===== src/rtl/nd_pkt_ctrl_if.sv =====
// Bus bundle for the non-data packet controller: FIFO read side plus the
// decoded-packet valid/ready channel. master = controller, slave = environment.
interface nd_pkt_ctrl_if;
  logic       fifo_empty;
  logic [7:0] fifo_r_data;
  logic       fifo_r_enable;
  logic       pkt_valid;
  logic       pkt_ready;
  logic [3:0] pkt_pid;
  logic [6:0] pkt_addr;
  logic [3:0] pkt_endp;
  logic       pkt_err;
  logic       busy;

  modport master (
    input  fifo_empty, fifo_r_data, pkt_ready,
    output fifo_r_enable, pkt_valid, pkt_pid, pkt_addr, pkt_endp, pkt_err, busy
  );

  modport slave (
    output fifo_empty, fifo_r_data, pkt_ready,
    input  fifo_r_enable, pkt_valid, pkt_pid, pkt_addr, pkt_endp, pkt_err, busy
  );
endinterface


===== src/rtl/nd_pkt_ctrl.sv =====
// Frames USB token/SOF/handshake packets out of the non-data RX FIFO.
// Optional CRC5 validation of token/SOF payloads: define ND_CRC5_CHECK_EN.
module nd_pkt_ctrl #(
  parameter int TIMEOUT_CYC = 64,
  parameter int TO_W        = 7
) (
  input  logic          clk,
  input  logic          rst,
  nd_pkt_ctrl_if.master pkt_if
);

  typedef enum logic [2:0] {
    S_IDLE,
    S_RD_B1,
    S_RD_B2,
    S_CHK,
    S_EMIT
  } state_t;

  // Only the CRC build needs the top five bits of {B2,B1}.
`ifdef ND_CRC5_CHECK_EN
  localparam int FIELD_W = 16;
`else
  localparam int FIELD_W = 11;
`endif

  state_t             r_state;
  state_t             w_state_next;
  logic [3:0]         r_pid;
  logic [3:0]         w_pid_next;
  logic [FIELD_W-1:0] r_field;
  logic [FIELD_W-1:0] w_field_next;
  logic [TO_W-1:0]    r_to_cnt;
  logic [TO_W-1:0]    w_to_cnt_next;
  logic               r_err;
  logic               w_err_next;
  logic               w_pop;
  logic               w_crc_ok;
  logic               w_emit;

  assign w_pop = ((r_state == S_IDLE) || (r_state == S_RD_B1) || (r_state == S_RD_B2))
                 && !pkt_if.fifo_empty && !rst;

`ifdef ND_CRC5_CHECK_EN
  logic [4:0] w_crc;

  always_comb begin
    w_crc = 5'h1F;
    for (int i = 0; i < 11; i++) begin
      if (w_crc[4] ^ r_field[i]) w_crc = {w_crc[3:0], 1'b0} ^ 5'b00101;
      else                       w_crc = {w_crc[3:0], 1'b0};
    end
  end

  // Remainder is sent MSB first, so crc[4] lands in field bit 11.
  assign w_crc_ok = (r_field[15:11] == ~{w_crc[0], w_crc[1], w_crc[2], w_crc[3], w_crc[4]});
`else
  assign w_crc_ok = 1'b1;
`endif

  always_comb begin
    w_state_next  = r_state;
    w_pid_next    = r_pid;
    w_field_next  = r_field;
    w_to_cnt_next = r_to_cnt;
    w_err_next    = 1'b0;
    case (r_state)
      S_IDLE: begin
        w_to_cnt_next = '0;
        if (w_pop) begin
          if (pkt_if.fifo_r_data[7:4] != ~pkt_if.fifo_r_data[3:0]) begin
            w_err_next = 1'b1;
          end else begin
            case (pkt_if.fifo_r_data[3:0])
              4'h1, 4'h9, 4'hD, 4'h5: begin
                w_pid_next   = pkt_if.fifo_r_data[3:0];
                w_state_next = S_RD_B1;
              end
              4'h2, 4'hA, 4'hE: begin
                w_pid_next   = pkt_if.fifo_r_data[3:0];
                w_field_next = '0;
                w_state_next = S_EMIT;
              end
              default: w_err_next = 1'b1;
            endcase
          end
        end
      end
      S_RD_B1, S_RD_B2: begin
        if (w_pop) begin
          w_to_cnt_next = '0;
          if (r_state == S_RD_B1) begin
            w_field_next[7:0] = pkt_if.fifo_r_data;
            w_state_next      = S_RD_B2;
          end else begin
            w_field_next[FIELD_W-1:8] = pkt_if.fifo_r_data[FIELD_W-9:0];
            w_state_next              = S_CHK;
          end
        end else if (r_to_cnt == TO_W'(TIMEOUT_CYC - 1)) begin
          w_to_cnt_next = '0;
          w_err_next    = 1'b1;
          w_state_next  = S_IDLE;
        end else begin
          w_to_cnt_next = r_to_cnt + 1'b1;
        end
      end
      S_CHK: begin
        if (w_crc_ok) begin
          w_state_next = S_EMIT;
        end else begin
          w_err_next   = 1'b1;
          w_state_next = S_IDLE;
        end
      end
      S_EMIT: begin
        if (pkt_if.pkt_ready) w_state_next = S_IDLE;
      end
      default: w_state_next = S_IDLE;
    endcase
  end

  always_ff @(posedge clk) begin
    if (rst) begin
      r_state  <= S_IDLE;
      r_pid    <= '0;
      r_field  <= '0;
      r_to_cnt <= '0;
      r_err    <= 1'b0;
    end else begin
      r_state  <= w_state_next;
      r_pid    <= w_pid_next;
      r_field  <= w_field_next;
      r_to_cnt <= w_to_cnt_next;
      r_err    <= w_err_next;
    end
  end

  // Outputs are gated by rst so they read zero in the reset cycle itself.
  assign w_emit               = (r_state == S_EMIT) && !rst;
  assign pkt_if.fifo_r_enable = w_pop;
  assign pkt_if.pkt_valid     = w_emit;
  assign pkt_if.pkt_pid       = w_emit ? r_pid : 4'h0;
  assign pkt_if.pkt_addr      = w_emit ? r_field[6:0] : 7'h0;
  assign pkt_if.pkt_endp      = w_emit ? r_field[10:7] : 4'h0;
  assign pkt_if.pkt_err       = r_err && !rst;
  assign pkt_if.busy          = (r_state != S_IDLE) && !rst;

endmodule

===== src/flat_wrapper.sv =====
// flat-port wrapper written by rule: the top's interface ports become plain ports
module nd_pkt_ctrl_flat 
#(
  parameter int TIMEOUT_CYC = 64,
  parameter int TO_W        = 7
)
  (clk, rst, pkt_if_fifo_empty, pkt_if_fifo_r_data, pkt_if_pkt_ready, pkt_if_fifo_r_enable, pkt_if_pkt_valid, pkt_if_pkt_pid, pkt_if_pkt_addr, pkt_if_pkt_endp, pkt_if_pkt_err, pkt_if_busy);
  nd_pkt_ctrl_if pkt_if_i ();
  input  logic clk;
  input  logic rst;
  input wire logic [$bits(pkt_if_i.fifo_empty)-1:0] pkt_if_fifo_empty;
  input wire logic [$bits(pkt_if_i.fifo_r_data)-1:0] pkt_if_fifo_r_data;
  input wire logic [$bits(pkt_if_i.pkt_ready)-1:0] pkt_if_pkt_ready;
  output wire logic [$bits(pkt_if_i.fifo_r_enable)-1:0] pkt_if_fifo_r_enable;
  output wire logic [$bits(pkt_if_i.pkt_valid)-1:0] pkt_if_pkt_valid;
  output wire logic [$bits(pkt_if_i.pkt_pid)-1:0] pkt_if_pkt_pid;
  output wire logic [$bits(pkt_if_i.pkt_addr)-1:0] pkt_if_pkt_addr;
  output wire logic [$bits(pkt_if_i.pkt_endp)-1:0] pkt_if_pkt_endp;
  output wire logic [$bits(pkt_if_i.pkt_err)-1:0] pkt_if_pkt_err;
  output wire logic [$bits(pkt_if_i.busy)-1:0] pkt_if_busy;
  assign pkt_if_i.fifo_empty = pkt_if_fifo_empty;
  assign pkt_if_i.fifo_r_data = pkt_if_fifo_r_data;
  assign pkt_if_i.pkt_ready = pkt_if_pkt_ready;
  assign pkt_if_fifo_r_enable = pkt_if_i.fifo_r_enable;
  assign pkt_if_pkt_valid = pkt_if_i.pkt_valid;
  assign pkt_if_pkt_pid = pkt_if_i.pkt_pid;
  assign pkt_if_pkt_addr = pkt_if_i.pkt_addr;
  assign pkt_if_pkt_endp = pkt_if_i.pkt_endp;
  assign pkt_if_pkt_err = pkt_if_i.pkt_err;
  assign pkt_if_busy = pkt_if_i.busy;
  nd_pkt_ctrl #(.TIMEOUT_CYC(TIMEOUT_CYC), .TO_W(TO_W)) u_core (.clk(clk), .rst(rst), .pkt_if(pkt_if_i));
endmodule

===== config.mk =====
export PLATFORM = sky130hd
export DESIGN_NAME = nd_pkt_ctrl_flat
export DESIGN_NICKNAME = d
export VERILOG_FILES = /design/src/rtl/nd_pkt_ctrl_if.sv /design/src/rtl/nd_pkt_ctrl.sv /design/src/flat_wrapper.sv
export SDC_FILE = /design/constraint.sdc
export NUM_CORES = 1
export LEC_CHECK = 0
export CORE_MARGIN = 2
export CORE_UTILIZATION = 46
export CTS_BUF_LIST = sky130_fd_sc_hd__clkbuf_2 sky130_fd_sc_hd__clkbuf_4 sky130_fd_sc_hd__clkbuf_8
export DETAILED_ROUTE_END_ITERATION = 10
export GPL_ROUTABILITY_DRIVEN = 0
export PLACE_DENSITY = 0.74
export SKIP_LAST_GASP = 1
export SYNTH_ARGS = -nofsm -noshare
export SYNTH_HDL_FRONTEND = slang
export SYNTH_SLANG_ARGS = --single-unit

===== constraint.sdc =====
create_clock -name clk -period 3.3 [get_ports clk]
set_input_delay 0.495 -clock clk [delete_from_list [all_inputs] [get_ports clk]]
set_output_delay 0.495 -clock clk [all_outputs]
set_load 0.02 [all_outputs]

After elaboration in Yosys (flattened, before gate mapping)

Cells that the tools add are included.

Register bits after elaboration: 26
Bits of input ports: 12
Output and inout bits: 19

Add/subtract/negate cells: 1
Eq/ne operators: 22
Muxes and demuxes: 27
Bitwise operators: 2
Reduce and logical (&&, ||, !) cells: 20

Operator list:

| kind                                          | count |
|---|---|
| two-way mux 11 bit                            | 4 |
| one-hot mux 11 bit (2 select lines)           | 1 |
| two-way mux 7 bit                             | 3 |
| two-way mux 3 bit                             | 6 |
| == test 4 bit, second input constant          | 4 |
| one-hot mux 7 bit (2 select lines)            | 1 |
| inequality test 2 bit, second input constant  | 6 |
| one-hot mux 3 bit (4 select lines)            | 1 |
| AND reduction 6 bit                           | 2 |
| two-way mux 4 bit                             | 2 |
| two-way mux 8 bit                             | 1 |
| adder 7 x 1 -> 7 bit, second input constant   | 1 |
| == test 7 x 6 -> 1 bit, second input constant | 1 |
| OR reduction 7 bit                            | 1 |
| == test 3 x 2 -> 1 bit, second input constant | 2 |
| two-way mux 1 bit                             | 6 |
| one-hot mux 3 bit (2 select lines)            | 1 |
| logical AND 1 bit                             | 5 |
| AND reduction 5 bit                           | 1 |
| == test 4 x 1 -> 1 bit, second input constant | 1 |
| == test 4 x 2 -> 1 bit, second input constant | 1 |
| == test 4 x 3 -> 1 bit, second input constant | 1 |
| inequality test 4 bit                         | 1 |
| NOT 4 bit                                     | 1 |
| 16 further kinds                              | 18 |

Longest topological paths before layout

Depth after elaboration: 7
Mapped depth: 7
Mapped depth without buffers: 6

Worst setup path after synthesis

No wires, ideal clock.

Path kind: input -> output
Start: input rst
End: output pkt_if_pkt_addr[0]
Arrival: 1.675 ns
Required time: 2.805 ns
Slack: 1.130 ns
Stages: 3
Buffers on the path: 1
Path through: nor4b_1 -> clkbuf_1 -> and2_1

Longest elaborated chain between the ends: 3

RTL lines:

| element              | line               | text |
|---|---|---|
| start: declaration   | flat_wrapper.sv:10 | `input logic rst;` |
| zero test 1 bit      | nd_pkt_ctrl.sv:139 | `assign w_emit = (r_state == S_EMIT) && !rst;` |
| logical AND 1 bit    | nd_pkt_ctrl.sv:139 |  |
| net pkt_if_pkt_valid | flat_wrapper.sv:15 | `output wire logic [$bits(pkt_if_i.pkt_valid)-1:0] pkt_if_pkt_valid;` |
| two-way mux 7 bit    | nd_pkt_ctrl.sv:143 | `assign pkt_if.pkt_addr = w_emit ? r_field[6:0] : 7'h0;` |
| end: declaration     | flat_wrapper.sv:17 | `output wire logic [$bits(pkt_if_i.pkt_addr)-1:0] pkt_if_pkt_addr;` |

The timed path passes the listed nets, and every way through them passes these cells.

Final worst setup path

Start: input rst
End: output pkt_if_pkt_pid[1]

Longest elaborated chain between the ends: 3

RTL lines:

| element           | line               | text |
|---|---|---|
| zero test 1 bit   | nd_pkt_ctrl.sv:139 |  |
| logical AND 1 bit | nd_pkt_ctrl.sv:139 |  |
| two-way mux 4 bit | nd_pkt_ctrl.sv:142 | `assign pkt_if.pkt_pid = w_emit ? r_pid : 4'h0;` |
| end: declaration  | flat_wrapper.sv:16 | `output wire logic [$bits(pkt_if_i.pkt_pid)-1:0] pkt_if_pkt_pid;` |

No other way between the ends.

==> metrics.txt <==
worst hold margin=0.458 ns; maximum clock path buffer count=2; Port Buffers=30; # IOs=31; Synth top area share=0.379; Synth Flop Type=dfxtp_1; cell seen most often among critical-path stages=clkdlybuf4s50_1; Top Family by Delay on Critical Path=buffers and inverters; maximum fanout along the worst path=11; die width=approximately 59 um; clock root cell=clkbuf_4; Detailed Place HPWL=2.27 mm; cell area after layout=0.00172 mm^2; NumNets Final=just under 200; FMAX=0.345 GHz; Core Area=0.00281 mm^2; Via density=5.72; status=complete, but fails checks; Tmin final=2.90 ns; die height=58.6 um; vias in the first global route=1215; number of buffers created by CTS=3; Final Hold Viols=0; Post-synth EDFFs=0; drt wl/cell=around 14 um; Pwr Density=311 mW/mm^2; HP Class=flip-flop to flip-flop; fraction of layout cells with a size suffix above 1=0.0598; pin count of the biggest net entering global routing=18; Worst EP arrival=2.40 ns; FF+latch count, synth=26; setup tns final=0 ns; Setup Buffers After CTS=0; Final Cycle Share=0.878; area leader, netlist=dfxtp_1; Worst-Skew Late Latency=0.32 ns; row count=19; GR Util met1=0.242; Leak Pwr=roughly 0.67 nW; Area contributors post-synth=dfxtp_1, and2_1, mux2i_1; synthesized area per cell=8.74 um^2; critical path endpoint category=output pin; post-synth design cell area=0.00137 mm^2; Final Setup Violations=0; Post-synth ARST share=0; Worst-Margin Slew=0.600 ns; TritonRoute pass-1 iters=7; Ys Warns=0; RSZ-0062 raised after global routing=false; Net Count, Synth=170; Unique masters post-synth=between 40 and 50; CP bufs+invs=3; initial antenna violation count=0; clock-pin slew of the registers on the worst-case setup and hold paths=0.14 ns; final max-slew violation count=0; Tot GR Track Use=0.194; dpl cell area=0.00169 mm^2; failing checks=design-rule violations; Post-Synthesis Cells=157; Peak VDD IR=0.000286 V; max_cap viols=0; post-route ant nets=0; crit path cell chain=clkdlybuf4s50_1 -> nor4b_2 -> buf_4 -> and2_1 -> clkdlybuf4s50_1; area grow syn2layout=25.5%; first-pass GRT wire length=5.28 mm; Die ar.=between 0.003 and 0.004 mm^2; Max stage delay cell, worst path=clkdlybuf4s50_1; gr ovfl total=0; clk sinks=26; worst rel slew slack=0.597; Initial Utilization=0.489; # hold bufs at CTS=0; crit-path max cell delay=roughly 0.61 ns; Clock Skew=0.00675 ns; final WL=3.10 mm; fill cell total of the finished layout=263; register area share after synthesis=0.379; GR Layer Usage met3=0.0396; TritonCTS clock tree=yes; crit path kind=primary input to output pin; Residual DRC=1; Detailed Route Iter0 Violations=25; Critical Path RT=about 2.8 ns; # diodes=0; PostCTS Resize Cnt=0; Most Used Layer, Global Route=met2; crit path launch type=primary input; via count=roughly 1200; met2 Resource Use GR=0.339; H-tree depth=1
-- worst paths after layout --
kind	start	endpoint	slack, ns	depth (start not counted)
worst max-delay path	rst	pkt_if_pkt_pid[1]	0.40	5
worst min-delay path	u_core.r_to_cnt[6]	u_core.r_to_cnt[6]	0.46	2
worst max register to register	u_core.r_to_cnt[0]	u_core.r_state[2]	1.23	6
worst min register to register	u_core.r_to_cnt[6]	u_core.r_to_cnt[6]	0.46	2
-- flip-flops by register name (all words and copies together) (netlist names) --
register         count
u_core.r_to_cnt      7
u_core.r_pid         4
u_core.r_err         1
u_core.r_state       3
u_core.r_field      11
-- cells in the final DEF (no fill, tap or decap), types with 8 or more instances in the layout --
| master | instances |
|---|---|
| dfxtp_1 | 26 |
| nor2_1 | 15 |
| and2_1 | 16 |
| nand2_1 | 8 |
| mux2i_1 | 8 |
| a22o_1 | 8 |
| clkdlybuf4s50_1 | 30 |
| nand2b_1 | 8 |
| xor2_1 | 8 |
-- report_power, final --
part | internal (mW) | switching [mW]
sequential | 0.316 | 0.00305
combinational | 0.0270 | 0.0294
clock | 0.0675 | 0.0929
-- synth_stat cells, types with 2 or more instances --
master and number:
a211oi_1 2, a2111oi_0 2, a21oi_1 4, nand3_1 3, and2_1 16, o21ai_0 4, nor3_1 4, nor2b_1 4
a22o_1 8, clkbuf_1 6, xor2_1 8, nand2_1 8, nand2b_1 8, mux2i_1 8, dfxtp_1 26, o31ai_1 2
nor2_1 15, nor4_1 2, buf_6 2, nand4_1 3, or3_1 2
-- worst register-to-register path, cell delays in order (launching register included) --
cell,delay [ns]
dfxtp_1,0.43
ha_1,0.21
nand3_1,0.10
nor3_1,0.52
maj3_1,0.30
a211oi_1,0.05
a2111oi_0,0.35
-- metrics by stage --
step                      utilization  setup WS (ns)  power (mW)  cells
final                           0.614          0.404       0.536    215
after global routing            0.614          0.296       0.563    215
after CTS                       0.614          0.413       0.546    215
after detailed placement        0.601          0.420       0.382    211
after global placement          0.601          0.449       0.381    211
after floorplan                     -           1.13       0.354    157
-- layer usage --
metal / vias up / routed length, um / share of wire
met5: - / 0 / 0
met4: 0 / 37 / 0.012
met3: 6 / 112 / 0.036
met2: 32 / 1520 / 0.49
met1: 580 / 1430 / 0.46
li1: 611 / - / -
-- area by class of cell --
| cell class | count | area (um^2) | share of cell area |
|---|---|---|---|
| Clock buffer | 4 | 36.3 | 0.0211 |
| Tap cell | 31 | 38.8 | 0.0225 |
| Inverter | 1 | 3.75 | 0.00218 |
| Sequential cell | 26 | 520 | 0.302 |
| Timing Repair Buffer | 33 | 323 | 0.187 |
| Multi-Input combinational cell | 120 | 801 | 0.465 |
-- cells by family after synthesis --
group,after synthesis,share of synthesized area
simple gates,70,0.274
compound gates,31,0.172
flops,26,0.379
buf+inv,11,0.0419
xor+xnor,9,0.0574
mux,8,0.0583
fa+ha+maj,2,0.0164
(Power assumes the default switching activity.)
